<file path="src/rtl/user_au_pkg.sv">
// rtl/user_au_pkg.sv - shared audio constants and sample saturation helper
package user_au_pkg;

    localparam int SlotBits  = 32;
    localparam int FrameBits = 64;

    // Clip a signed 32-bit sample to a signed sb-bit range; result stays sign-extended.
    function automatic logic [31:0] sat_to_width(input logic [31:0] din, input int sb);
        logic signed [63:0] x;
        logic signed [63:0] hi;
        logic signed [63:0] lo;
        x  = {{32{din[31]}}, din};
        hi = (64'sd1 <<< (sb - 1)) - 64'sd1;
        lo = -hi - 64'sd1;
        if (x > hi) begin
            sat_to_width = hi[31:0];
        end else if (x < lo) begin
            sat_to_width = lo[31:0];
        end else begin
            sat_to_width = din;
        end
    endfunction

endpackage

</file>
<file path="src/rtl/user_au_i2s_clkgen.sv">
// rtl/user_au_i2s_clkgen.sv - BCLK divider with rise/fall event strobes
module user_au_i2s_clkgen #(
    parameter int ClkDiv = 4
) (
    input  logic clk,
    input  logic rst,
    input  logic en,
    output logic bclk,
    output logic rise,
    output logic fall
);

    localparam int CntW = (ClkDiv > 1) ? $clog2(ClkDiv) : 1;
    localparam logic [CntW-1:0] CntMax = CntW'(ClkDiv - 1);

    logic [CntW-1:0] cnt;
    logic            term;

    // Strobes mark the cycle whose edge toggles bclk, so dependents update alongside it.
    assign term = en && (cnt == CntMax);
    assign rise = term && !bclk;
    assign fall = term && bclk;

    always_ff @(posedge clk) begin
        if (rst || !en) begin
            cnt  <= '0;
            bclk <= 1'b0;
        end else if (term) begin
            cnt  <= '0;
            bclk <= ~bclk;
        end else begin
            cnt <= cnt + 1'b1;
        end
    end

endmodule

</file>
<file path="src/rtl/user_au_i2s_tx.sv">
// rtl/user_au_i2s_tx.sv - mono sample to I2S transmitter with underrun flagging
module user_au_i2s_tx
    import user_au_pkg::*;
#(
    parameter int ClkDiv     = 4,
    parameter int SampleBits = 24
) (
    input  logic        clk_i,
    input  logic        rst_i,
    input  logic        en_i,
    input  logic [31:0] data_i,
    input  logic        valid_i,
    output logic        ready_o,
    output logic        bclk_o,
    output logic        lrclk_o,
    output logic        sd_o,
    output logic        underrun_o,
    output logic [15:0] underrun_cnt_o
);

    logic                 bclk_rise;
    logic                 bclk_fall;
    logic                 buf_full;
    logic [31:0]          buf_word;
    logic [31:0]          in_word;
    logic [FrameBits-1:0] shreg;
    logic [FrameBits-1:0] load_img;
    logic [5:0]           pos;
    logic [5:0]           pos_next;
    logic                 accept;
    logic                 load;
    logic                 starve;

    user_au_i2s_clkgen #(
        .ClkDiv(ClkDiv)
    ) u_clkgen (
        .clk (clk_i),
        .rst (rst_i),
        .en  (en_i),
        .bclk(bclk_o),
        .rise(bclk_rise),
        .fall(bclk_fall)
    );

    // Word is left-aligned in the slot so shifting MSB-first needs no per-width logic.
    assign in_word  = sat_to_width(data_i, SampleBits) << (SlotBits - SampleBits);
    assign ready_o  = !buf_full;
    assign accept   = valid_i && ready_o;
    assign pos_next = pos + 6'd1;
    assign load     = bclk_fall && (pos == 6'd63);
    assign starve   = load && !buf_full && !valid_i;

    always_comb begin
        load_img = '0;
        if (buf_full) begin
            load_img = {buf_word, buf_word};
        end else if (valid_i) begin
            load_img = {in_word, in_word};
        end
    end

    always_ff @(posedge clk_i) begin
        if (rst_i) begin
            buf_full <= 1'b0;
            buf_word <= '0;
        end else if (accept && !load) begin
            buf_full <= 1'b1;
            buf_word <= in_word;
        end else if (load && buf_full) begin
            buf_full <= 1'b0;
        end
    end

    // shreg holds positions 1..64; position 64 is the next frame's position 0,
    // which carries the LSB when the word fills the whole slot.
    always_ff @(posedge clk_i) begin
        if (rst_i || !en_i) begin
            pos     <= 6'd63;
            lrclk_o <= 1'b1;
            sd_o    <= 1'b0;
            shreg   <= '0;
        end else if (bclk_fall) begin
            pos     <= pos_next;
            lrclk_o <= pos_next[5];
            sd_o    <= shreg[FrameBits-1];
            if (load) begin
                shreg <= load_img;
            end else begin
                shreg <= shreg << 1;
            end
        end
    end

    always_ff @(posedge clk_i) begin
        if (rst_i) begin
            underrun_o     <= 1'b0;
            underrun_cnt_o <= '0;
        end else begin
            underrun_o <= starve;
            if (starve && (underrun_cnt_o != 16'hFFFF)) begin
                underrun_cnt_o <= underrun_cnt_o + 16'd1;
            end
        end
    end

    assert property (@(posedge clk_i) disable iff (rst_i) !(bclk_rise && bclk_fall));

endmodule

</file>
<file path="config.mk">
export PLATFORM = sky130hd
export DESIGN_NAME = user_au_i2s_tx
export DESIGN_NICKNAME = d
export VERILOG_FILES = /design/src/rtl/user_au_pkg.sv /design/src/rtl/user_au_i2s_clkgen.sv /design/src/rtl/user_au_i2s_tx.sv
export SDC_FILE = /design/constraint.sdc
export NUM_CORES = 1
export LEC_CHECK = 0
export ABC_AREA = 1
export BUFFER_PORTS_ARGS = -buffer_cell sky130_fd_sc_hd__clkbuf_2
export CORE_MARGIN = 2
export CORE_UTILIZATION = 58
export DETAILED_ROUTE_END_ITERATION = 6
export GPL_TIMING_DRIVEN = 0
export PLACE_DENSITY_LB_ADDON = 0.08
export SYNTH_ARGS = -nofsm -noshare
export SYNTH_HDL_FRONTEND = slang
export SYNTH_HIERARCHICAL = 1
export SYNTH_SLANG_ARGS = --single-unit
</file>
<file path="constraint.sdc">
create_clock -name clk_i -period 2.1 [get_ports clk_i]
set_input_delay 0.105 -clock clk_i [delete_from_list [all_inputs] [get_ports clk_i]]
set_output_delay 0.105 -clock clk_i [all_outputs]
set_load 0.05 [all_outputs]
</file>
# --- After elaboration in Yosys (flattened, before gate mapping) ---
# Cells that the tools add are included.
classes:
  n_addsub: 3
  n_lt_le_gt_ge: 2
  n_eq_ne: 3
  muxes: 7
  n_bitwise: 1
  n_reduce_logical: 16
op_table:
  columns: ["op", "n"]
  rows:
  - ["$mux W64", 3]
  - ["$mux W24", 2]
  - ["$gt A32 B24 Y1 const B", 1]
  - ["$lt A32 B24 Y1 const B", 1]
  - ["$add A16 B1 Y16 const B", 1]
  - ["$ne A16 B16 Y1 const B", 1]
  - ["$logic_and A1 B1 Y1", 9]
  - ["$add A6 B1 Y6 const B", 1]
  - ["$eq A6 B6 Y1 const B", 1]
  - ["$logic_not A1 Y1", 4]
  - ["$add A2 B1 Y2 const B", 1]
  - ["$eq A2 B2 Y1 const B", 1]
  - ["$mux W1", 2]
  - ["$reduce_bool A2 Y1", 1]
  - ["$reduce_or A2 Y1", 1]
  - ["$logic_or A1 B1 Y1", 1]
  - ["$not A1 Y1", 1]
word_totals:
  ff_bits: 117
  input_bits: 36
  out_inout_bits: 21
  elab_cells: 42

# --- Depth between registers and ports, before layout ---
# Gate-level depths: netlist of the first run.
logic_depth:
  ltp_word: 7
  mapped_depth: 13
  mapped_depth_nobuf: 13

# --- Hierarchy ---
# Netlist of the first run, hierarchy kept.
by_module_without_submodules:
  columns: ["module", "instances", "cells_per_inst", "area_per_inst_um2", "seq_area_each_um2"]
  rows:
  - ["user_au_i2s_tx", 1, 727, 4924.7, 2102.0]
  - ["user_au_i2s_clkgen", 1, 18, 127.6, 60.1]

# --- Least setup slack after synthesis of the first run ---
# No wires, ideal clock.
synth_timing:
  kind: "reg2reg"
  start: "reg u_clkgen.bclk"
  end: "reg underrun_cnt_o[10]"
  setup_time_ns: 0.132
  t_arrival_ns: 1.955
  required_ns: 1.968
  path_slack_ns: 0.013
  path_stages_with_launch: 13
  path_buffers: 1
  synth_period_minus_slack_ns: 2.087
  path_cell_list: "dfxtp_1 inv_1 nor2_1 nand2_1 nor3_2 nand2_2 clkinv_2 nand2_2 clkinv_4 nand2_8 buf_6 nand2_1 a21oi_1"
synth_via:
  elab_chain_len: 5
synth_lines:
  columns: ["element", "line_no", "source"]
  rows:
  - ["from (decl)", "user_au_i2s_clkgen.sv:8", "output logic bclk,"]
  - ["from (signal assigned)", "user_au_i2s_clkgen.sv:30", "bclk <= ~bclk;"]
  - ["$logic_and A1 B1 Y1", "user_au_i2s_clkgen.sv:22", "assign fall = term && bclk;"]
  - ["named net bclk_fall", "user_au_i2s_tx.sv:22", "logic bclk_fall;"]
  - ["$logic_and A1 B1 Y1", "user_au_i2s_tx.sv:50", "assign load = bclk_fall && (pos == 6'd63);"]
  - ["$logic_and A1 B1 Y1 (2 in a row)", "user_au_i2s_tx.sv:51", "assign starve = load && !buf_full && !valid_i;"]
  - ["$logic_and A1 B1 Y1", "user_au_i2s_tx.sv:100", "if (starve && (underrun_cnt_o != 16'hFFFF)) begin"]
  - ["to (signal assigned)", "user_au_i2s_tx.sv:101", "underrun_cnt_o <= underrun_cnt_o + 16'd1;"]
  - ["to (decl)", "user_au_i2s_tx.sv:18", "output logic [15:0] underrun_cnt_o"]
# The timed path passes the listed nets, and every way through them passes these cells.
# A chain may end at the register's enable or synchronous reset.

# --- Final worst setup path of the first run ---
layout_timing:
  start: "reg u_clkgen.cnt[0]"
  end: "reg shreg[43]"
layout_via:
  elab_chain_len: 5
layout_lines:
  columns: ["element", "line_no", "source"]
  rows:
  - ["from (decl)", "user_au_i2s_clkgen.sv:16", "logic [CntW-1:0] cnt;"]
  - ["from (signal assigned)", "user_au_i2s_clkgen.sv:32", "cnt <= cnt + 1'b1;"]
  - ["$eq A2 B2 Y1 (*)", "user_au_i2s_clkgen.sv:20", "assign term = en && (cnt == CntMax);"]
  - ["$logic_and A1 B1 Y1 (*)", "user_au_i2s_clkgen.sv:20", null]
  - ["$logic_and A1 B1 Y1 (*)", "user_au_i2s_clkgen.sv:22", null]
  - ["named net bclk_fall", "user_au_i2s_tx.sv:22", null]
  - ["$logic_and A1 B1 Y1", "user_au_i2s_tx.sv:50", null]
  - ["$mux W64", "user_au_i2s_tx.sv:86", "if (load) begin"]
  - ["to (signal assigned)", "user_au_i2s_tx.sv:87", "shreg <= load_img;"]
  - ["to (signal assigned)", "user_au_i2s_tx.sv:89", "shreg <= shreg << 1;"]
  - ["to (decl)", "user_au_i2s_tx.sv:26", "logic [FrameBits-1:0] shreg;"]
# Mark *: on every way through the listed nets, which the timed path passes. The rest lies on a longest branch.

==> results of run 1 <==
## sequential cells by signal (all words and copies together) (netlist names), 2 cells and up
| signal | count |
|---|---|
| buf_word | 24 |
| pos | 5 |
| shreg | 56 |
| u_clkgen/cnt | 2 |
| underrun_cnt_o | 16 |
## power by group
group	switching, µW	internal (µW)
combinational	200	106
clock	768	490
sequential	18.1	2090
total	986	2680
## metal layers
metal | up-vias | track usage, % | part of all wire (%)
li1 | 2559 | - | -
met1 | 2244 | 38.6 | 47
met2 | 146 | 41.4 | 46
met3 | 12 | 4.24 | 6.3
met4 | 0 | 7.91 | 0.98
met5 | - | 0 | 0
## cells in the final DEF (no fill, tap or decap)
cell / n
nor3_1: 7
ha_1: 3
inv_4: 2
nor3_4: 2
nand2_1: 228
nor2_2: 1
inv_6: 1
clkinv_4: 3
nand3b_1: 1
dlygate4sd3_1: 1
nand2_2: 3
dfxtp_1: 107
xor2_1: 11
clkbuf_1: 15
nand2_8: 1
nand3_1: 15
o21ai_1: 4
buf_6: 1
inv_8: 2
o21ai_0: 73
buf_2: 18
nand4_2: 1
dfxtp_2: 1
inv_2: 2
nor2_4: 2
buf_4: 7
inv_1: 41
nand4_1: 5
a21oi_1: 131
clkbuf_2: 59
buf_1: 6
nand2_4: 3
clkbuf_8: 10
nor2_1: 54
clkinvlp_4: 1
## tightest hold or removal path, stage by stage
cell,delay [ns]
clkbuf_2,0.07
nand2_1,0.04
nand2_1,0.07
o21ai_1,0.06
inv_1,0.04
## cell type report
cell class                 instances  share of cell area (%)
sequential                       108                    37.7
buffer                            44                    3.53
clock buffer                      10                    2.40
timing repair buffer              63                    5.84
tap                              108                    2.35
inverter                          46                    3.18
clock inverter                     6                   0.981
multi-input combinational        545                    44.0
## worst max-delay path by stage
stage / from / endpoint / slack (ns)
final: u_clkgen/cnt[0] / shreg[43] / 0.13
after global routing: u_clkgen/cnt[0] / shreg[15] / -0.004
after CTS: u_clkgen/cnt[0] / buf_word[29] / 0.10
after detailed placement: u_clkgen/cnt[0] / buf_word[29] / -0.31
after global placement: u_clkgen/cnt[0] / buf_word[22] / -0.20
after floorplan: u_clkgen/bclk / underrun_cnt_o[10] / 0.03
## through the flow
stage	power, µW	utilization, %	instance area (µm²)
after detailed placement	2450	63.6	5460
after CTS	3680	66.2	5690
after global routing	3810	66.8	5740
after global placement	2440	63.6	5460
final	3670	66.8	5740
after floorplan	2350	-	5050
## repair_timing
| action | CTS | global route |
|---|---|---|
| gates resized for setup | 2 | 10 |
| setup buffers | 2 | 4 |
| hold buffers | 1 | 0 |
| pin swaps | 1 | 3 |
| hold endpoints to repair | 1 | 0 |
| setup endpoints to repair | 100 | 66 |
==> summary.md, run 1 <==
| Metric | Value |
|---|---|
| Die H | 97.3 µm |
| CP top delay family | simple AND/OR/NAND/NOR gates |
| Status | complete, no violations |
| # fillers | 804 |
| Vias in the first global route | 4,465 |
| Reg-to-Reg Start | u_clkgen/cnt[0] |
| Hold Worst Slack | 0.0275 ns |
| FF-to-FF End | shreg[43] |
| Area of the core | 8590 µm² |
| Wire per inst | 13.5 µm |
| Fin Clk Skew | 0.0173 ns |
| CP Launch Type | register |
| R2R setup slack | 0.13 ns |
| Worst vdd ir | 0.369 mV |
| Nets | 856 |
| Largest net degree at the start of global routing | 20 |
| Layout Cells excl Fill | 930 |
| Worst-path maximum fanout | 10 |
| Starting Density | 58.8% |
| Register area | 2160 µm² |
| Endpoints failing setup | 0 |
| Worst Min Path Start | data_i[13] |
| Clock Latency Late Sink | 0.38 ns |
| Sink of the worst hold path | buf_word[21] |
| Clock Sink Count | 108 |
| Crit-path max cell delay | 0.35 ns |
| Port Buffers | 56 |
| Initial antenna violation count | 0 |
| Final worst-path cycle share | 93.9% |
| Ant diodes | 0 |
| Syn nets | 783 |
| Maxcap violations | 0 |
| RePlAce Congestion | 0.897 |
| Final Hold Viols | 0 |
| Cell area power density | 639 nW/µm² |
| Slowest stage cell, crit path | dfxtp_2 |
| Cell depth of the worst setup path | 10 |
| Die width | 97.3 µm |
| Final worst slack | 0.128 ns |
| Worst-Margin Slew | 0.538 ns |
| Hold crit path type | in2reg |
| Reg2Reg Depth | 10 |
| CP bufs+invs | 2 |
| Clock-pin slew on the worst setup and hold paths | 0.11 ns |
| Area growth syn-to-layout | 13.7% |
| Number of synthesis warnings | 6 |
| CTS Buffer Depth | 2 |
| Inst Count DP | 908 |
| Final min period | 1.97 ns |
| I/O pins | 57 |
| CTS Buf Count | 9 |
| Pre-CTS setup slack | -0.306 ns |
| Post-Syn Instances | 744 |
| Post-DRT Antenna Nets | 0 |
| Vias per cell | 5.33 |
| Worst hold stages | 5 |
| GRT Total Usage | 26.7% |
| DRC violations left | 0 |
| Vias | 4,961 |
| Pleak | 0.00265 µW |
| HPWL after detailed placement | 9110 µm |
| Worst EP required | 2.37 ns |
| Critical path class | reg2reg |
| Global-route wire length before repair | 20,900 µm |
| H-Tree Depth | 3 |
| CP Capture Type | register |
| Worst EP arrival | 2.24 ns |
| # rows | 34 |
| Post-Syn Area | 5050 µm² |
| Fin. max-slew vios | 0 |
| Grt total ovfl | 0 |
| TNS Setup | 0 ns |
| Crit-path cells | ha_1 > nand2_1 > nor2_4 > nand2_2 > nor3_4 > nand2_4 > buf_2 > buf_2 > a21oi_1 > a21oi_1 |
| Slew HR | 64.1% |
| CTS tree | built |
| Drt pass-1 iters | 4 |
| Syn Area/Cell | 6.79 µm² |
| Layout cells sized above 1 | 14.6% |
| Die area | 9470 µm² |
| Detailed Route Iter0 Violations | 208 |
| Total wire length | 12,600 µm |
| Root buffer cell | clkbuf_8 |
| Achievable Freq | 507 MHz |
| Area occupied by multi-input gates | 2530 µm² |
Power figures use the tool's default switching activity.
==> inputs of run 2 (changes only) <==
--- a/config.mk
+++ b/config.mk
@@ -11,7 +11,7 @@
 export CORE_UTILIZATION = 58
 export DETAILED_ROUTE_END_ITERATION = 6
 export GPL_TIMING_DRIVEN = 0
-export PLACE_DENSITY_LB_ADDON = 0.08
+export PLACE_DENSITY = 0.88
 export SYNTH_ARGS = -nofsm -noshare
 export SYNTH_HDL_FRONTEND = slang
 export SYNTH_HIERARCHICAL = 1
==> run 2 against run 1 <==
Effect of this change:
- first-iteration DRC count increased by 54%
- non-clock buffer count unchanged
- worst hold slack got worse by 0.017 ns
- sequential cell count unchanged
- die area unchanged
- fmax decreased by 1.1%
- register-to-register slack got worse by 0.02 ns
- clock power decreased by 4%
- largest cell class unchanged
- highest routed layer unchanged
==> summary.md, run 2 (synthesis results as in run 1) <==
| Metric | Value |
|---|---|
| Status | complete, no violations |
| Vias per cell | 5.51 |
| Area of the core | 8590 µm² |
| Clock Latency Late Sink | 0.37 ns |
| Fin. max-slew vios | 0 |
| Sink of the worst hold path | u_clkgen/bclk |
| Clock Sink Count | 108 |
| H-Tree Depth | 3 |
| Worst Min Path Start | rst_i |
| Fin Clk Skew | 0.0162 ns |
| TNS Setup | 0 ns |
| I/O pins | 57 |
| Highest-count cells in the layout ignoring fill and taps | nand2_1 (228), a21oi_1 (131), dfxtp_1 (107) |
| Clock-pin slew on the worst setup and hold paths | 0.10 ns |
| Initial antenna violation count | 0 |
| GRT Total Usage | 26.1% |
| Die H | 97.3 µm |
| # rows | 34 |
| Layout Cells excl Fill | 930 |
| Die width | 97.3 µm |
| CTS Buffer Depth | 2 |
| Starting Density | 58.8% |
| Worst vdd ir | 0.351 mV |
| Post-DRT Antenna Nets | 0 |
| Slew HR | 66.1% |
| Die area | 9470 µm² |
| Worst-path maximum fanout | 10 |
| Pleak | 0.00264 µW |
| Endpoints failing setup | 0 |
| Final worst-path cycle share | 94.9% |
| CP Capture Type | register |
| CP Launch Type | register |
| Achievable Freq | 502 MHz |
| # fillers | 714 |
| Nets | 856 |
| FF-to-FF End | buf_word[15] |
| Reg2Reg Depth | 13 |
| Reg-to-Reg Start | u_clkgen/cnt[0] |
| CTS tree | built |
| Wire per inst | 13.4 µm |
| Worst-Margin Slew | 0.504 ns |
| Grt total ovfl | 0 |
| HPWL after detailed placement | 8990 µm |
| Most common cell after layout, fill and taps aside | nand2_1 |
| Global-route wire length before repair | 21,000 µm |
| Maxcap violations | 0 |
| Layout cells sized above 1 | 14.5% |
| Critical path class | reg2reg |
| Worst EP required | 2.36 ns |
| Hold Buf Count CTS | 0 |
| Vias | 5,128 |
| Hold crit path type | in2reg |
| Max FFs per register | 56 |
| Area growth syn-to-layout | 13.4% |
| Final Hold Viols | 0 |
| Cell area power density | 632 nW/µm² |
| RSZ-0062 raised after global routing | false |
| Largest registers | shreg: 56 flops, buf_word: 24 flops, underrun_cnt_o: 16 flops |
| DRC violations left | 0 |
| Final min period | 1.99 ns |
| R2R setup slack | 0.11 ns |
| Worst EP arrival | 2.25 ns |
| Port Buffers | 56 |
| CTS Buf Count | 9 |
| Drt pass-1 iters | 5 |
| Total wire length | 12,500 µm |
| Root buffer cell | clkbuf_8 |
| Vias in the first global route | 4,786 |
| RePlAce Congestion | 0.936 |
| Ant diodes | 0 |
| Detailed Route Iter0 Violations | 321 |
| Largest register by flop count | shreg |
| Worst hold stages | 4 |
| Largest net degree at the start of global routing | 19 |
| Inst Count DP | 908 |
## run 2: cell types whose count changed in the layout (fill, tap and decap cells not counted), sizes merged
cell,delta
dlygate4sd3,-1
clkbuf,+1
inv,-1
clkinvlp,+1
## run 2: timing repair
action / CTS / global route
cloned: 0 / 0
setup buffers: 0 / 6
setup endpoints to repair: 93 / 76
pin swaps: 0 / 4
resized for setup: 2 / 10
## run 2: worst max-delay path, stage by stage, from the launching register on
cell	delay, ns
dfxtp_2	0.34
ha_1	0.16
nand2_1	0.09
nor2_4	0.16
nand2_2	0.10
nor3_4	0.26
nand2_4	0.12
nand2_4	0.10
inv_2	0.07
buf_4	0.18
nor2_1	0.09
nor2_1	0.04
o21ai_0	0.11
inv_1	0.08
## run 2: where the power goes
group / leakage [µW] / total, µW / switching [µW] / internal, µW
sequential: 0.000876 / 2100 / 18.9 / 2090
clock: 0.0000893 / 1210 / 733 / 473
combinational: 0.00167 / 309 / 204 / 106
## run 2: through the flow
step / area (µm²) / util, % / hold slack (ns) / power [µW] / setup WS, ns
3_3_place_gp: 5460 / 63.6 / 0.373 / 2440 / -0.140
6_report: 5730 / 66.6 / 0.0102 / 3620 / 0.106
2_1_floorplan: 5050 / - / 0.248 / 2350 / 0.0312
4_1_cts: 5660 / 65.8 / 0.00635 / 3630 / 0.0329
5_1_grt: 5730 / 66.6 / 0.0107 / 3760 / 0.00260
3_5_place_dp: 5460 / 63.6 / 0.395 / 2450 / -0.188
## run 2: metal layers
layer	track usage (%)	routed length, µm	share of wire (%)	up-vias
met5	0	0	0	-
met4	6.41	157	1.3	0
met3	4.82	812	6.5	18
met2	44.3	6020	48	196
met1	34.7	5510	44	2351
li1	-	-	-	2563
## run 2: cell type report
type / instances / area (µm²) / area share, %
multi-input combinational: 545 / 2530 / 44.2
sequential: 108 / 2160 / 37.8
timing repair buffer: 62 / 325 / 5.68
buffer: 45 / 208 / 3.63
inverter: 46 / 183 / 3.19
clock buffer: 10 / 138 / 2.40
tap: 108 / 135 / 2.36
clock inverter: 6 / 46.3 / 0.808
## run 2: worst max path at each step
stage,from,end,slack (ns),cells after the start
4_1_cts,u_clkgen/cnt[0],buf_word[15],0.03,13
2_1_floorplan,u_clkgen/bclk,underrun_cnt_o[10],0.03,12
3_5_place_dp,u_clkgen/cnt[0],buf_word[15],-0.19,13
6_report,u_clkgen/cnt[0],buf_word[15],0.11,13
3_3_place_gp,u_clkgen/cnt[0],buf_word[22],-0.14,13
5_1_grt,u_clkgen/cnt[0],underrun_cnt_o[10],0.003,13
